<file path="config.mk">
export PLATFORM = sky130hd
export DESIGN_NAME = thread_scheduler
export DESIGN_NICKNAME = d
export VERILOG_FILES = /design/src/rtl/thread_scheduler.sv
export SDC_FILE = /design/constraint.sdc
export NUM_CORES = 1
export LEC_CHECK = 0
export BUFFER_PORTS_ARGS = -buffer_cell sky130_fd_sc_hd__buf_2
export CAP_MARGIN = 20
export CORE_MARGIN = 3
export CORE_UTILIZATION = 30
export DETAILED_ROUTE_END_ITERATION = 12
export PLACE_DENSITY = 0.45
export SLEW_MARGIN = 25
export SYNTH_ARGS = -nofsm -noshare
export SYNTH_HDL_FRONTEND = slang
export SYNTH_SLANG_ARGS = --single-unit
</file>
<file path="constraint.sdc">
create_clock -name clk -period 10.2 [get_ports clk]
set_clock_uncertainty 0.05 [all_clocks]
set_input_delay 1.53 -clock clk [delete_from_list [all_inputs] [get_ports clk]]
set_output_delay 1.53 -clock clk [all_outputs]
set_load 0.01 [all_outputs]
</file>
<file path="src/rtl/thread_scheduler.sv">
// Round-robin barrel scheduler: per-thread DISABLED/READY/BLOCKED tracking plus
// a rotating-priority pick of the next issuing thread each unstalled cycle.

module thread_state (
    input  logic clk,
    input  logic rst_n,
    input  logic i_enable,
    input  logic i_block,
    input  logic i_wake,
    output logic o_ready,
    output logic o_blocked,
    output logic o_err
);
    typedef enum logic [1:0] {ST_DIS, ST_RDY, ST_BLK} state_t;

    state_t r_state;

    // A block on a BLOCKED thread is legal only when its wake lands the same
    // cycle: the old access retires as the new one starts.
    assign o_err = (i_wake && (r_state != ST_BLK)) ||
                   (i_block && (r_state != ST_RDY) && !((r_state == ST_BLK) && i_wake));

    always_ff @(posedge clk or negedge rst_n) begin
        if (!rst_n) begin
            r_state   <= ST_DIS;
            o_ready   <= 1'b0;
            o_blocked <= 1'b0;
        end else if (!i_enable) begin
            r_state   <= ST_DIS;
            o_ready   <= 1'b0;
            o_blocked <= 1'b0;
        end else begin
            case (r_state)
                ST_DIS: begin
                    r_state <= ST_RDY;
                    o_ready <= 1'b1;
                end
                ST_RDY: begin
                    if (i_block) begin
                        r_state   <= ST_BLK;
                        o_ready   <= 1'b0;
                        o_blocked <= 1'b1;
                    end
                end
                ST_BLK: begin
                    if (i_wake && !i_block) begin
                        r_state   <= ST_RDY;
                        o_ready   <= 1'b1;
                        o_blocked <= 1'b0;
                    end
                end
                default: begin
                    r_state   <= ST_DIS;
                    o_ready   <= 1'b0;
                    o_blocked <= 1'b0;
                end
            endcase
        end
    end
endmodule

module thread_scheduler #(
    parameter int THREAD_INDEX_BITS = 3,
    parameter int NUM_THREADS       = 8
) (
    input  logic                         clk,
    input  logic                         rst_n,
    input  logic [NUM_THREADS-1:0]       in_thread_enable,
    input  logic                         in_stall,
    input  logic                         in_block_valid,
    input  logic [THREAD_INDEX_BITS-1:0] in_block_thread,
    input  logic                         in_wake_valid,
    input  logic [THREAD_INDEX_BITS-1:0] in_wake_thread,
    output logic                         out_issue_valid,
    output logic [THREAD_INDEX_BITS-1:0] out_thread_index,
    output logic [NUM_THREADS-1:0]       out_ready_mask,
    output logic [NUM_THREADS-1:0]       out_blocked_mask,
    output logic                         out_protocol_error
);
    logic [NUM_THREADS-1:0]       w_blk_vec;
    logic [NUM_THREADS-1:0]       w_wake_vec;
    logic [NUM_THREADS-1:0]       w_err_vec;
    logic [NUM_THREADS-1:0]       w_ready;
    logic [NUM_THREADS-1:0]       w_blocked;
    logic [NUM_THREADS-1:0]       w_cand;
    logic                         w_found;
    logic                         w_err;
    logic [THREAD_INDEX_BITS-1:0] w_winner;
    logic [THREAD_INDEX_BITS-1:0] w_next_ptr;
    logic [THREAD_INDEX_BITS-1:0] r_rr_ptr;
    logic                         r_err;

    for (genvar g = 0; g < NUM_THREADS; g++) begin : g_thr
        assign w_blk_vec[g]  = in_block_valid && (in_block_thread == THREAD_INDEX_BITS'(g));
        assign w_wake_vec[g] = in_wake_valid  && (in_wake_thread  == THREAD_INDEX_BITS'(g));

        thread_state u_thr (
            .clk       (clk),
            .rst_n     (rst_n),
            .i_enable  (in_thread_enable[g]),
            .i_block   (w_blk_vec[g]),
            .i_wake    (w_wake_vec[g]),
            .o_ready   (w_ready[g]),
            .o_blocked (w_blocked[g]),
            .o_err     (w_err_vec[g])
        );
    end

    // An index that decodes to no thread is out of range.
    assign w_err = (|w_err_vec) ||
                   (in_block_valid && !(|w_blk_vec)) ||
                   (in_wake_valid  && !(|w_wake_vec));

    // A thread being blocked this cycle already has its access in flight.
    assign w_cand = w_ready & ~w_blk_vec;

    always_comb begin
        int v_idx;
        v_idx    = 0;
        w_found  = 1'b0;
        w_winner = '0;
        // Walk farthest-first so the nearest candidate from r_rr_ptr wins.
        for (int i = NUM_THREADS - 1; i >= 0; i--) begin
            v_idx = int'(r_rr_ptr) + i;
            if (v_idx >= NUM_THREADS) v_idx = v_idx - NUM_THREADS;
            if (w_cand[v_idx]) begin
                w_found  = 1'b1;
                w_winner = v_idx[THREAD_INDEX_BITS-1:0];
            end
        end
    end

    assign w_next_ptr = (w_winner == THREAD_INDEX_BITS'(NUM_THREADS - 1)) ? '0 : w_winner + 1'b1;

    always_ff @(posedge clk or negedge rst_n) begin
        if (!rst_n) begin
            out_issue_valid  <= 1'b0;
            out_thread_index <= '0;
            r_rr_ptr         <= '0;
            r_err            <= 1'b0;
        end else begin
            r_err <= r_err | w_err;
            if (!in_stall) begin
                if (w_found) begin
                    out_issue_valid  <= 1'b1;
                    out_thread_index <= w_winner;
                    r_rr_ptr         <= w_next_ptr;
                end else begin
                    out_issue_valid  <= 1'b0;
                end
            end
        end
    end

    assign out_ready_mask     = w_ready;
    assign out_blocked_mask   = w_blocked;
    assign out_protocol_error = r_err;
endmodule

</file>
Word level (Yosys, flattened, before mapping)
Index checks and enable logic that the tools add are counted.
{ "classes": {"n_reduce_logical": 116, "add_sub_neg": 16, "muxes": 146, "n_eq_ne": 71, "magnitude_cmp": 16, "multipliers": 0, "n_bitwise": 4, "div": 0, "n_shift": 0} }
{ "op_table": {"columns": ["op", "n"], "rows": [
  ["< comparator 32 x 5 -> 1 bit, second input constant", 8],
  ["2-to-1 mux 32 bit", 8],
  ["2-to-1 mux 1 bit", 73],
  ["logical AND 1 bit", 58],
  ["2-to-1 mux 2 bit", 24],
  ["one-hot mux 1 bit (3 select lines)", 16],
  ["one-hot mux 2 bit (3 select lines)", 8],
  ["subtractor 4 x 4 -> 5 bit, second input constant", 7],
  ["inequality test 2 bit, second input constant", 16],
  [">= comparator 4 bit, second input constant", 7],
  ["== test 3 bit, second input constant", 9],
  ["2-to-1 mux 3 bit", 9],
  ["binary-select mux 1 bit (select 3 bit)", 8],
  ["inequality test 3 x 2 -> 1 bit, second input constant", 8],
  ["inequality test 3 bit, second input constant", 8],
  ["AND reduction 3 bit", 8],
  ["OR reduction 8 bit", 3],
  ["logical NOT 1 bit", 18],
  ["AND reduction 2 bit", 9],
  ["adder 3 x 3 -> 4 bit, second input constant", 4],
  ["== test 2 x 1 -> 1 bit, second input constant", 8],
  ["== test 2 bit, second input constant", 8],
  ["logical NOT 2 bit", 8],
  ["inequality test 2 x 1 -> 1 bit, second input constant", 8],
  ["13 further kinds", 28]
]} }
{ "totals": {"in_bits": 19, "wordCells": 397, "rom_bits": 0, "out_inout_bits": 21, "ram_bits": 0, "mem_count": 0, "latch_bits": 0, "regBits": 40} }

Depth between registers and ports, before layout
{ "depth": {"depth_word": 17, "depth_mapped": 16, "mapped_depth_nobuf": 13} }

Modules after synthesis
Synthesis repeated with hierarchy kept, for this count alone.
{ "unflattened": {"cells_unflattened": 380, "area_unflattened_um2": 3377.0} }
{ "by_module_without_submodules": {"columns": ["module", "n_inst", "area_per_inst_um2", "cells_per_inst", "seq_area_each_um2"], "rows": [
  ["thread_state", 8, 219.0, 22, 100.1],
  ["thread_scheduler", 1, 1625.3, 204, 200.2]
]} }

Worst setup path before layout
No wires, ideal clock.
{ "synth_path": {"path_kind": "input to register", "startpoint": "in in_block_thread[1]", "endpoint": "reg r_rr_ptr[2]", "path_buffers": 1, "t_arrival_ps": 4094, "required_time_ps": 10030, "stages": 12, "slack_ps": 5936, "setup_ps": 120, "cell_sequence": "or4b_1 > buf_2 > a31oi_4 > a32oi_2 > a211o_1 > nor4_4 > o211a_1 > a211o_1 > ha_1 > inv_1 > or3_1 > a31o_1"} }
{ "synth_via": {"elab_chain_cells": 17, "word_cells_on_any_way": 62, "classes_between": "1 x add/sub; 8 x eq/ne; 41 x mux; 2 x bitwise; 10 x reduce/logical"} }
{ "synth_rtl": {"columns": ["element", "line_no", "text"], "rows": [
  ["from (decl)", "71", "input logic [THREAD_INDEX_BITS-1:0] in_block_thread,"],
  ["== test 3 x 1 -> 1 bit (tied with other cells)", "94", "assign w_blk_vec[g] = in_block_valid && (in_block_thread == THREAD_INDEX_BITS'(g));"],
  ["logical AND 1 bit", "94", null],
  ["NOT 8 bit *", "115", "assign w_cand = w_ready & ~w_blk_vec;"],
  ["bitwise AND 8 bit *", "115", null],
  ["binary-select mux 1 bit (select 3 bit)", "126", "if (w_cand[v_idx]) begin"],
  ["2-to-1 mux 1 bit (not written as such) (2 in a row)", "126", null],
  ["2-to-1 mux 3 bit (7 in a row)", "126", null],
  ["2-to-1 mux 3 bit *", "126", null],
  ["named net w_winner[1]", "88", "logic [THREAD_INDEX_BITS-1:0] w_winner;"],
  ["adder 3 x 1 -> 3 bit / == test 3 bit (equally long branches)", "133", "assign w_next_ptr = (w_winner == THREAD_INDEX_BITS'(NUM_THREADS - 1)) ? '0 : w_winner + 1'b1;"],
  ["2-to-1 mux 3 bit *", "133", null],
  ["to (signal assigned)", "147", "r_rr_ptr <= w_next_ptr;"],
  ["to (decl)", "90", "logic [THREAD_INDEX_BITS-1:0] r_rr_ptr;"]
]} }
Mark *: on every way through the listed nets, which the timed path passes. The rest lies on a longest branch. The select of a mux whose other input is x is not followed.
A chain may end at the register's enable or synchronous reset.

Worst setup path in the final report
{ "layout_path": {"startpoint": "reg r_rr_ptr[0]", "endpoint": "reg r_rr_ptr[2]"} }
{ "layout_via": {"elab_chain_cells": 16, "word_cells_on_any_way": 75, "classes_between": "16 x add/sub; 8 x order compare; 1 x eq/ne; 49 x mux; 1 x reduce/logical"} }
{ "layout_rtl": {"columns": ["element", "line_no", "text"], "rows": [
  ["adder 3 x 3 -> 4 bit", "124", "v_idx = int'(r_rr_ptr) + i;"],
  ["subtractor 4 x 4 -> 5 bit / >= comparator 4 bit (equally long branches)", "125", "if (v_idx >= NUM_THREADS) v_idx = v_idx - NUM_THREADS;"],
  ["2-to-1 mux 32 bit", "125", null],
  ["binary-select mux 1 bit (select 3 bit)", "126", null],
  ["2-to-1 mux 1 bit (not written as such) (2 in a row)", "126", null],
  ["2-to-1 mux 3 bit (7 in a row)", "126", null],
  ["2-to-1 mux 3 bit *", "126", null],
  ["named net w_winner[1]", "88", null],
  ["adder 3 x 1 -> 3 bit / == test 3 bit (equally long branches)", "133", null],
  ["2-to-1 mux 3 bit *", "133", null]
]} }
Marks and branches as above.

==> run summary <==
GRT Util Overall -> 15.4%
Total CTS buffers -> 5
Vias per cell -> 5.48
Startpoint Class -> register
I/O Pins -> 40
Remaining Overflow, GRT -> 0
Core area -> 9820 um2
Post-synthesis mux area share -> 5.70%
Placed instance area -> 3190 um2
Pin count of the biggest net entering global routing -> 33
Hold buffer count at cts -> 0
Simple-gate portion of the synthesized area -> 28.1%
Main flop type after synthesis -> dfrtp_1
Synth Area in Adders -> 1.23%
DIE WIDTH -> 107 um
Dpl hpwl -> 6.55 mm
Pins Over Slew Limit -> 0
# port buffers -> 39
Critical path cell sequence -> inv_1, ha_1, o32ai_1, mux4_2, a21oi_1, a2111oi_0, a211o_1, ha_1, inv_1, or3_1, a31o_1
Drt drc -> 0
Crit path kind -> register to register
Status -> complete, no violations
CP arrival -> 4780 ps
Via count -> 2,786
Synth Cell Area -> 3050 um2
Rows -> 36
Worst Hold Class -> register to register
Worst slew pin tran -> 785 ps
Post-Syn Nets -> 388
Synth warnings -> 0
Cell accounting for the most synthesized area -> dfrtp_1
Crit Path Max Fanout -> 21
H-tree levels -> 2
Unrepaired setup endpoints after global routing -> no
Syn avg cell area -> 8.34 um2
Post-route minimum period -> 4650 ps
Drt pass-1 iters -> 5
Maxcap violations -> 0
CTS tree -> built
Post-Synthesis Cells -> 366
Area of the die -> 11,400 um2
Asr flop ratio synth -> 100%
Fin. Hold Viols -> 0
Register area share after synthesis -> 26.2%
Slowest-stage cell, CP -> dfrtp_1
Clock transition at path regs -> 70 ps
Vias in the first global route -> 2,671
Synth top area share -> 26.2%
Total leakage power -> 0.00132 uW
Final core occ -> 33.5%
Compound-Gate Fraction of Synth Area -> 28.6%
Setup-failing EPs final -> 0
First-pass GRT wire length -> 14.2 mm
Area grow syn2layout -> 7.75%
Largest family of logic cells by synthesized area -> compound AO/OA/AOI/OAI gates
Initial DRC Count -> 244
Number of synthesized flops with an enable pin -> 0
Antenna diodes -> 0
Design area -> 3290 um2
Crit path largest cell delay -> 800 ps
Drt wl/cell -> 16.9 um
Yosys reg bits -> 32
Starting Density -> 31.1%
Total chip power -> 909 uW
Routed Antenna Nets -> 0
Setup Total Neg Slack -> 0 ps
Final period utilization -> 45.6%
IR drop worst, VDD -> 0.000118 V
Dominant cells by area after synthesis -> dfrtp_1 (26%), buf_4 (4.7%), nand2_1 (4.7%), a21oi_1 (4.1%), nor2_1 (3.3%)
Xor and xnor fraction of the mapped netlist area -> 0.574%
Vert. Die Dim -> 107 um
PostCTS Resize Cnt -> 0
Setup Buffers After CTS -> 0
Headroom to the max-slew limit -> 47.7%
Layout cells sized above 1 -> 18.9%
Max Fclk -> 215 MHz
Initial antenna violation count -> 0
Wirelength, routed -> 8.58 mm
CP endpoint kind -> register
Final #Nets -> 397
WP data required -> 10,320 ps
Count of cell types in the netlist -> 73
PwrDens -> 276 nW/um2
Worst-case clock buffer depth -> 2
Num Clock Sinks -> 32
GP Congestion -> 0.867
Root buffer cell -> clkbuf_8
Clock Latency Late Sink -> 280 ps
-- synth_stat cells, types with 3 or more instances --
cell type and n:
nand2_1 38, a211o_1 4, nand3_1 10, nor3_1 6
a211oi_1 4, nor3b_1 7, a21boi_0 5, ha_1 3
o32ai_1 6, o21a_1 9, mux2_2 3, a21oi_1 25
buf_4 19, nand4_1 4, nor2b_1 12, o211a_1 3
dfrtp_1 32, and2_1 4, nand4bb_1 3, o21ai_0 15
nand4b_1 4, and4b_1 3, clkbuf_1 12, o221ai_1 6
nor2_1 27, inv_1 18, nand2b_1 10, mux4_2 3
o22ai_1 6, a31oi_1 8
-- area by class of cell --
type | instances | area, um2
Fill cell | 1064 | 6530
Multi-Input combinational cell | 278 | 1960
Sequential cell | 32 | 801
Timing Repair Buffer | 39 | 195
Tap cell | 133 | 166
Clock buffer | 7 | 96.3
Inverter | 19 | 71.3
-- registers in the layout, summed over array words and instances, names as in the netlist --
signal	count
out_thread_index	3
g_thr.u_thr.o_ready	7
g_thr.u_thr.o_blocked	8
r_rr_ptr	3
out_issue_valid	1
g_thr.u_thr.r_state	9
out_protocol_error	1
-- stage by stage --
step	worst slack, ps	hold WS, ps	instances
6_report	5550	425	508
5_1_grt	5270	451	508
4_1_cts	5570	433	508
3_5_place_dp	5420	416	501
3_3_place_gp	5490	409	501
2_1_floorplan	5940	457	366
-- report_power, final --
part           switching (uW)  total (uW)  internal, uW  leakage (uW)
Clock                    49.6         110          60.2     0.0000503
Combinational             344         614           271      0.000868
Sequential               41.1         185           144      0.000406
Total                     434         909           475       0.00132
-- worst max-delay path, delay by kind of cell, from the launching register on --
family | cells | cell delay [ps]
AOI/OAI and AO/OA | 5 | 1520
adders and majority gates | 2 | 840
buffers and inverters | 2 | 520
DFF | 1 | 800
muxes | 1 | 440
and+or+nand+nor | 1 | 370
-- cell families after synthesis --
| group | Yosys count |
|---|---|
| muxes | 11 |
| DFF | 32 |
| AOI/OAI and AO/OA | 115 |
| adders and majority gates | 3 |
| xor gates and xnor gates | 2 |
| buffers and inverters | 56 |
| and+or+nand+nor | 147 |
-- cells in the final DEF (no fill, tap or decap), types with 3 or more instances in the layout --
master	count
nor2b_1	12
nand4bb_1	3
nor3b_1	7
nor2_1	27
o21a_1	9
o211a_1	3
o221ai_1	6
a21boi_0	5
ha_1	3
a211o_1	4
mux4_2	3
and2_1	4
o22ai_1	6
o21ai_0	15
nor3_1	6
mux2_2	3
and4b_1	3
inv_1	18
buf_2	39
dfrtp_1	32
a211oi_1	4
o32ai_1	6
a31oi_1	8
clkbuf_8	7
nand4b_1	4
a21oi_1	25
nand2b_1	10
nand4_1	4
nand2_1	38
nand3_1	10
-- path summary, 6_finish.rpt --
| kind | startpoint | to | slack (ps) | cells after the start |
|---|---|---|---|---|
| min in group asynchronous | rst_n | out_thread_index[0] | 1280 | 1 |
| min | out_issue_valid | out_issue_valid | 420 | 1 |
| max reg2reg | r_rr_ptr[0] | r_rr_ptr[2] | 5550 | 11 |
| max in group asynchronous | rst_n | g_thr[1].u_thr.o_blocked | 8320 | 1 |
| max | r_rr_ptr[0] | r_rr_ptr[2] | 5550 | 11 |
| min reg2reg | out_issue_valid | out_issue_valid | 420 | 1 |
-- routing by layer --
| metal | GRT usage [%] | vias to the layer above | share of wire [%] |
|---|---|---|---|
| li1 | - | 1369 | - |
| met1 | 22.0 | 1329 | 49 |
| met2 | 24.5 | 76 | 45 |
| met3 | 2.47 | 12 | 4.6 |
| met4 | 3.84 | 0 | 1.3 |
| met5 | 0 | - | 0 |
Power figures use the tool's default switching activity.
